## src/rtl/audio_pkg.sv

```systemverilog
// audio_pkg: shared audio state encoding and default sample width.
package audio_pkg;
    localparam int SAMPLE_W_DEF = 16;
    typedef enum logic [1:0] {S_IDLE, S_LEFT, S_RIGHT} i2s_state_t;
endpackage

```

## src/rtl/i2s_codec_if_if.sv

```systemverilog
// i2s_codec_if_if: host-side bus of the I2S codec block.
//   tx_data/tx_valid/tx_ready : mono playback sample handshake (host -> codec block)
//   rx_left/rx_right/rx_valid : last complete captured frame plus one-cycle strobe
interface i2s_codec_if_if #(
    parameter int SAMPLE_W = audio_pkg::SAMPLE_W_DEF
);
    logic [SAMPLE_W-1:0] tx_data;
    logic                tx_valid;
    logic                tx_ready;
    logic [SAMPLE_W-1:0] rx_left;
    logic [SAMPLE_W-1:0] rx_right;
    logic                rx_valid;
    modport master (output tx_data, tx_valid, input tx_ready, rx_left, rx_right, rx_valid);
    modport slave (input tx_data, tx_valid, output tx_ready, rx_left, rx_right, rx_valid);
endinterface

```

## src/rtl/i2s_chan_shift.sv

```systemverilog
// i2s_chan_shift: bit counter plus SIPO/PISO for one I2S channel slot.
//   i_clr       : LR edge; restarts the counter and loads i_load_word into the PISO
//   i_act       : channel active; enables shifting for the first SAMPLE_W bits
//   i_sdi       : serial ADC bit
//   o_last      : this edge shifts in the final bit; o_word is the complete word
//   o_short     : fewer than SAMPLE_W bits would be held if the channel ended now
//   o_sdo       : current DAC bit, 0 once the word is exhausted
module i2s_chan_shift #(
    parameter int SAMPLE_W = audio_pkg::SAMPLE_W_DEF,
    localparam int CW = $clog2(SAMPLE_W + 1)
) (
    input  logic                i_bclk,
    input  logic                i_rst_n,
    input  logic                i_clr,
    input  logic                i_act,
    input  logic                i_sdi,
    input  logic [SAMPLE_W-1:0] i_load_word,
    output logic                o_last,
    output logic                o_short,
    output logic [SAMPLE_W-1:0] o_word,
    output logic                o_sdo
);
    localparam logic [CW-1:0] FULL = CW'(SAMPLE_W);
    localparam logic [CW-1:0] LAST = CW'(SAMPLE_W - 1);
    logic [CW-1:0]       cnt;
    logic [SAMPLE_W-2:0] sipo;
    logic [SAMPLE_W-1:0] piso;
    logic                shift;
    // The edge that ends a channel may still carry that channel's last bit (one-bit delay).
    assign shift   = i_act && cnt < FULL;
    assign o_last  = shift && cnt == LAST;
    assign o_short = cnt < LAST;
    assign o_word  = {sipo, i_sdi};
    assign o_sdo   = piso[SAMPLE_W-1] && cnt < FULL;
    always_ff @(posedge i_bclk or negedge i_rst_n) begin
        if (!i_rst_n) begin
            cnt  <= '0;
            sipo <= '0;
            piso <= '0;
        end else begin
            cnt  <= i_clr ? '0 : cnt + CW'(shift);
            sipo <= shift ? o_word[SAMPLE_W-2:0] : sipo;
            piso <= i_clr ? i_load_word : shift ? piso << 1 : piso;
        end
    end
endmodule

```

## src/rtl/i2s_codec_if.sv

```systemverilog
// i2s_codec_if: I2S slave codec interface (shared LRCK, capture + playback).
//   i_bclk, i_rst_n         : codec bit clock, async active-low reset
//   i_en, i_loopback        : block enable, DAC replays last captured frame
//   i_lrck, i_adcdat        : codec LR clock (0 = left) and ADC serial data
//   o_dacdat                : DAC serial data, retimed on falling i_bclk
//   o_underrun, o_frame_err : one-cycle status pulses
//   bus                     : tx sample handshake and captured frame outputs
module i2s_codec_if
    import audio_pkg::*;
#(
    parameter int SAMPLE_W = SAMPLE_W_DEF
) (
    input  logic          i_bclk,
    input  logic          i_rst_n,
    input  logic          i_en,
    input  logic          i_loopback,
    input  logic          i_lrck,
    input  logic          i_adcdat,
    output logic          o_dacdat,
    output logic          o_underrun,
    output logic          o_frame_err,
    i2s_codec_if_if.slave bus
);
    i2s_state_t          state;
    logic                lrck_q, buf_full, left_ok, pend, rx_valid;
    logic [SAMPLE_W-1:0] buf_data, tx_r, left_hold, right_hold, rx_left, rx_right;
    logic [SAMPLE_W-1:0] mono, load_word, word;
    logic                lr_edge, fall, rise, run, xfer, err, last, short_ch, sdo;
    assign lr_edge = i_lrck != lrck_q;
    assign fall    = i_en && lr_edge && !i_lrck;
    assign rise    = lr_edge && i_lrck;
    assign run     = i_en && state != S_IDLE;
    assign xfer    = bus.tx_valid && !buf_full;
    assign err     = run && lr_edge && short_ch;
    // A sample handed over on the falling LR edge itself bypasses the buffer.
    assign mono      = buf_full ? buf_data : xfer ? bus.tx_data : '0;
    assign load_word = fall ? (i_loopback ? rx_left : mono) : tx_r;
    assign bus.tx_ready = !buf_full;
    assign bus.rx_left  = rx_left;
    assign bus.rx_right = rx_right;
    assign bus.rx_valid = rx_valid;
    i2s_chan_shift #(.SAMPLE_W(SAMPLE_W)) u_shift (
        .i_bclk      (i_bclk),
        .i_rst_n     (i_rst_n),
        .i_clr       (lr_edge),
        .i_act       (run),
        .i_sdi       (i_adcdat),
        .i_load_word (load_word),
        .o_last      (last),
        .o_short     (short_ch),
        .o_word      (word),
        .o_sdo       (sdo)
    );
    always_ff @(posedge i_bclk or negedge i_rst_n) begin
        if (!i_rst_n) begin
            state       <= S_IDLE;
            lrck_q      <= 1'b0;
            buf_full    <= 1'b0;
            buf_data    <= '0;
            tx_r        <= '0;
            left_hold   <= '0;
            right_hold  <= '0;
            left_ok     <= 1'b0;
            pend        <= 1'b0;
            rx_left     <= '0;
            rx_right    <= '0;
            rx_valid    <= 1'b0;
            o_underrun  <= 1'b0;
            o_frame_err <= 1'b0;
        end else begin
            lrck_q      <= i_lrck;
            state       <= !i_en ? S_IDLE : fall ? S_LEFT : (rise && state == S_LEFT) ? S_RIGHT : state;
            buf_full    <= i_en && ((fall && !i_loopback) ? 1'b0 : buf_full || xfer);
            buf_data    <= xfer ? bus.tx_data : buf_data;
            tx_r        <= fall ? (i_loopback ? rx_right : mono) : tx_r;
            o_underrun  <= fall && !i_loopback && !buf_full && !xfer;
            o_frame_err <= err;
            // A frame is only published if its left channel completed without error.
            left_ok     <= run && !fall && !err && (left_ok || (last && state == S_LEFT));
            left_hold   <= (last && state == S_LEFT) ? word : left_hold;
            right_hold  <= (last && state == S_RIGHT) ? word : right_hold;
            pend        <= last && state == S_RIGHT && left_ok;
            rx_left     <= pend ? left_hold : rx_left;
            rx_right    <= pend ? right_hold : rx_right;
            rx_valid    <= pend;
        end
    end
    always_ff @(negedge i_bclk or negedge i_rst_n) begin
        if (!i_rst_n) o_dacdat <= 1'b0;
        else o_dacdat <= state != S_IDLE && sdo;
    end
endmodule

```

## src/flat_wrapper.sv

```systemverilog
// flat-port wrapper written by rule: the top's interface ports become plain ports
module i2s_codec_if_flat import audio_pkg::*;
#(
    parameter int SAMPLE_W = SAMPLE_W_DEF
)
  (i_bclk, i_rst_n, i_en, i_loopback, i_lrck, i_adcdat, o_dacdat, o_underrun, o_frame_err, bus_tx_data, bus_tx_valid, bus_tx_ready, bus_rx_left, bus_rx_right, bus_rx_valid);
  i2s_codec_if_if #(.SAMPLE_W(SAMPLE_W)) bus_i ();
  input  logic i_bclk;
  input  logic i_rst_n;
  input  logic i_en;
  input  logic i_loopback;
  input  logic i_lrck;
  input  logic i_adcdat;
  output logic o_dacdat;
  output logic o_underrun;
  output logic o_frame_err;
  input wire logic [$bits(bus_i.tx_data)-1:0] bus_tx_data;
  input wire logic [$bits(bus_i.tx_valid)-1:0] bus_tx_valid;
  output wire logic [$bits(bus_i.tx_ready)-1:0] bus_tx_ready;
  output wire logic [$bits(bus_i.rx_left)-1:0] bus_rx_left;
  output wire logic [$bits(bus_i.rx_right)-1:0] bus_rx_right;
  output wire logic [$bits(bus_i.rx_valid)-1:0] bus_rx_valid;
  assign bus_i.tx_data = bus_tx_data;
  assign bus_i.tx_valid = bus_tx_valid;
  assign bus_tx_ready = bus_i.tx_ready;
  assign bus_rx_left = bus_i.rx_left;
  assign bus_rx_right = bus_i.rx_right;
  assign bus_rx_valid = bus_i.rx_valid;
  i2s_codec_if #(.SAMPLE_W(SAMPLE_W)) u_core (.i_bclk(i_bclk), .i_rst_n(i_rst_n), .i_en(i_en), .i_loopback(i_loopback), .i_lrck(i_lrck), .i_adcdat(i_adcdat), .o_dacdat(o_dacdat), .o_underrun(o_underrun), .o_frame_err(o_frame_err), .bus(bus_i));
endmodule
```

## config.mk

```make
export PLATFORM = sky130hd
export DESIGN_NAME = i2s_codec_if_flat
export DESIGN_NICKNAME = d
export VERILOG_FILES = /design/src/rtl/audio_pkg.sv /design/src/rtl/i2s_codec_if_if.sv /design/src/rtl/i2s_chan_shift.sv /design/src/rtl/i2s_codec_if.sv /design/src/flat_wrapper.sv
export SDC_FILE = /design/constraint.sdc
export NUM_CORES = 1
export LEC_CHECK = 0
export ABC_AREA = 1
export BUFFER_PORTS_ARGS = -buffer_cell sky130_fd_sc_hd__buf_2
export CAP_MARGIN = 20
export CORE_MARGIN = 2
export CORE_UTILIZATION = 40
export CTS_CLUSTER_SIZE = 20
export DETAILED_ROUTE_END_ITERATION = 12
export PLACE_DENSITY_LB_ADDON = 0.2
export SLEW_MARGIN = 30
export SYNTH_ARGS = -nofsm -noshare
export SYNTH_HDL_FRONTEND = slang
export SYNTH_HIERARCHICAL = 1
export SYNTH_SLANG_ARGS = --single-unit
```

## constraint.sdc

```tcl
create_clock -name i_bclk -period 5.31 [get_ports i_bclk]
set_input_delay 1.062 -clock i_bclk [delete_from_list [all_inputs] [get_ports i_bclk]]
set_output_delay 1.062 -clock i_bclk [all_outputs]
set_load 0.03 [all_outputs]
```

-- Word level (Yosys, flattened, before mapping)
Index checks and enable logic that the tools add are counted.
- bits in registers: 142
- input port bits: 23
- output and inout port bits: 37
- logic and storage cells: 70
- $add $sub $neg: 1
- magnitude comparators: 2
- eq/ne operators: 5
- mux-type cells: 12
- reductions and logical operators: 32
- operators by type and width (operator ; count):
    2-to-1 mux 16 bit ; 7
    logical AND 1 bit ; 22
    zero test 1 bit ; 6
    2-to-1 mux 2 bit ; 3
    adder 5 x 1 -> 5 bit ; 1
    == test 5 x 4 -> 1 bit (second input constant) ; 1
    less-than comparator 5 x 4 -> 1 bit (second input constant) ; 1
    less-than comparator 5 bit (second input constant) ; 1
    2-to-1 mux 5 bit ; 1
    nonzero test 2 bit ; 2
    inequality test 3 x 1 -> 1 bit (second input constant) ; 1
    == test 2 x 1 -> 1 bit (second input constant) ; 1
    == test 2 bit (second input constant) ; 1
    logical OR 1 bit ; 2
    2-to-1 mux 1 bit ; 1
    inequality test 1 bit ; 1

-- Longest topological paths before layout
- depth in word-level cells: 7
- depth in mapped cells: 11
- gate-level depth less buffers: 10

-- By module
The synthesis kept the hierarchy.
- modules (own cells, without submodules) (module ; times used ; cells an instance ; area each (um^2) ; sequential area each (um^2)):
    i2s_codec_if ; 1 ; 517 ; 4569.4 ; 2652.5
    i2s_chan_shift ; 1 ; 188 ; 1607.8 ; 900.9

==> flow_metrics.tcl <==
set metrics [dict create \
    avgViaCountPerCell 4.93 \
    syn2layout_area_growth_pct 15.7 \
    overflow 0 \
    critPathArrivalTime_ps 3600 \
    grt_pass1_vias 4854 \
    worstPathRequired_ps 4250 \
    nets 775 \
    top_layer_used "met4" \
    drv_cap 0 \
    num_antenna_cells 0 \
    min_path_cells 2 \
    hold_start "u_core/tx_r[7]$_DFFE_PN0P_" \
    hold_viol 0 \
    slew_violations 0 \
    drt_iter0_markers 265 \
    ys_seq_area_share_pct 57.5 \
    cts.hold.buffers_added 0 \
    clk_pin_slew_ps 50 \
    die_width_um 128 \
    critPathMaxStageDelay_ps 370 \
    cts_tree "built" \
    ios 60 \
    ys_seq_elements 142 \
    cts_root_buf "clkbuf_16" \
    path_cells "buf_2" \
    fin_worst_skew_ps 23.1 \
    synth_warnings 6 \
    post_dp_cell_area_um2 6550 \
    initial_core_util_pct 40.8 \
    place_inst 918 \
    synthCells 705 \
    core_um2 15100 \
    rr_startpoint "u_core/state[0]$_DFFE_PN0P_" \
    rows 45 \
    wl_per_cell_um 14.7 \
    antenna_found_initial 0 \
    relSlewSlack_pct 40.8 \
    crit_path_start_kind "register" \
    cts_buffer_depth 2 \
    grt_first_pass_wirelength_mm 23.9 \
    total_power_mw 2.68 \
    drc_errors 0 \
    dp_hpwl_mm 9.36 \
    avgSynthCellArea_um2 8.76 \
    path_class "register to output pin" \
    track_usage_pct 18.7 \
    regToRegEndpoint "u_core/o_dacdat$_DFF_NN0_" \
    cts_setup_buffers 0 \
    finalSetupViolCount 0 \
    power_leakage_nw 3.91 \
    cp_max_fo 1 \
    wl_met3_um 546 \
    hp-class "register to register" \
    synth_area_leaders "dfrtp_1 (57%), nand2_1 (19%), mux2_2 (5.5%)" \
    final_cell_mix "nand2_1 (310), dfrtp_1 (140), nand3_1 (66)" \
    status "finished, final reports clean" \
    htreeDepth 4 \
    fp.dieArea_um2 16500 \
    peakVddDrop_uv 192 \
    dr.pass1.iters 5 \
    gp_congestion 0.786 \
    port_buffers 59 \
    synth_area_leader_cell "dfrtp_1" \
    numCtsBuffers 17 \
    via_count 4671 \
    critPathCaptureType "output pin" \
    tns_ps 0 \
    route.met2.wl_mm 6.55 \
    ant_nets 0 \
    yosysUniqueCellTypes 22 \
    final_cell_count_no_fill 948 \
    clk_latency_ps 410 \
    slowest_stage "dfrtn_1" \
    synth_area_um2 6180 \
    crit_family "flip-flops" \
    worstMarginPinSlew_ps 886 \
    grt_max_degree 62 \
    final_cell_area_um2 7150 \
    cts_resized 0 \
    min_to "u_core/tx_r[7]$_DFFE_PN0P_" \
    cts_sinks 142 \
    rrSetupSlack_ps 1870 \
    powerDensity_nw_per_um2 375 \
    yosysTopAreaCellShare_pct 57.1 \
    die_h_um 128 \
    drt-total-wl_mm 13.9 \
    setup_ws_ps 646 \
    syn-num-nets 731 \
    drt-met1-wl_mm 6.57 \
    place_ws_ps 1050 \
    drive_gt1_share_pct 17.1 \
    rsz0062_at_grt "false" \
    final_common_cell "nand2_1" \
    path_buf_inv 1 \
    rr_worst_depth 2 \
]
## worst reg2reg max path, cell delays in order (launching register included)
cell and delay [ps]:
dfrtp_1 420, nor2_1 140, nor2_1 60
## through the flow
step	util, %	hold slack, ps
after floorplan	-	352
after global placement	43.2	456
after detailed placement	43.2	461
after CTS	47.2	475
after global routing	47.2	490
final	47.2	472
## how the worst max path moves through the flow
stage	slack (ps)	depth (start not counted)	end	startpoint
2_1_floorplan	1060	0	o_dacdat	u_core/o_dacdat$_DFF_NN0_
3_3_place_gp	1030	1	o_dacdat	u_core/o_dacdat$_DFF_NN0_
3_5_place_dp	1050	1	o_dacdat	u_core/o_dacdat$_DFF_NN0_
4_1_cts	630	1	o_dacdat	u_core/o_dacdat$_DFF_NN0_
5_1_grt	600	1	o_dacdat	u_core/o_dacdat$_DFF_NN0_
6_report	650	1	o_dacdat	u_core/o_dacdat$_DFF_NN0_
## cell type report
| cell class | instances | area, um2 |
|---|---|---|
| clock buffers | 24 | 492 |
| clock inverters | 6 | 108 |
| fillers | 1429 | 8000 |
| inverters | 35 | 131 |
| multi-input cells | 489 | 2290 |
| flip-flops and latches | 142 | 3550 |
| well taps | 188 | 235 |
| repair buffers | 64 | 339 |
## state kept, by name, indices dropped and copies added (netlist names)
register and cells:
u_core/buf_data 16, u_core/bus.rx_left 16, u_core/bus.rx_right 16, u_core/left_hold 16, u_core/right_hold 16, u_core/tx_r 16, u_core/u_shift/piso 16, u_core/u_shift/sipo 15
u_core/u_shift/cnt 5, u_core/state 2, u_core/buf_full 1, u_core/bus.rx_valid 1, u_core/left_ok 1, u_core/lrck_q 1, u_core/o_dacdat 1, u_core/o_frame_err 1
u_core/o_underrun 1, u_core/pend 1
## synth_stat cells, drive strengths merged
library cell	instances
inv	34
a21oi	1
nor3	3
buf	27
a211oi	1
nand2	312
mux2	32
nor2	19
clkinv	1
nand3	66
ha	3
dfrtn	1
o21ai	52
clkbuf	12
dfrtp	141
## where the power goes
| group | internal (mW) | total (mW) | leakage (nW) | switching [mW] |
|---|---|---|---|---|
| Clock | 0.782 | 1.20 | 0.292 | 0.423 |
| Sequential | 1.17 | 1.23 | 1.93 | 0.0597 |
| Combinational | 0.0743 | 0.239 | 1.69 | 0.164 |
| Total | 2.03 | 2.68 | 3.91 | 0.647 |
## cell families (layout without fill, tap and decap cells)
group	after synthesis	in the layout	synth area share, %
compound gates	54	54	4.42
flops	142	142	57.5
fa+ha+maj	3	3	0.608
mux	32	32	5.83
buf+inv	74	129	5.49
simple gates	400	400	26.1
## metal layers
layer,up-vias,global-route usage [%]
li1,2320,-
met1,2255,25.0
met2,79,29.4
met3,17,4.63
met4,0,7.11
met5,-,0
No activity file was read; power rests on OpenSTA's default activity.
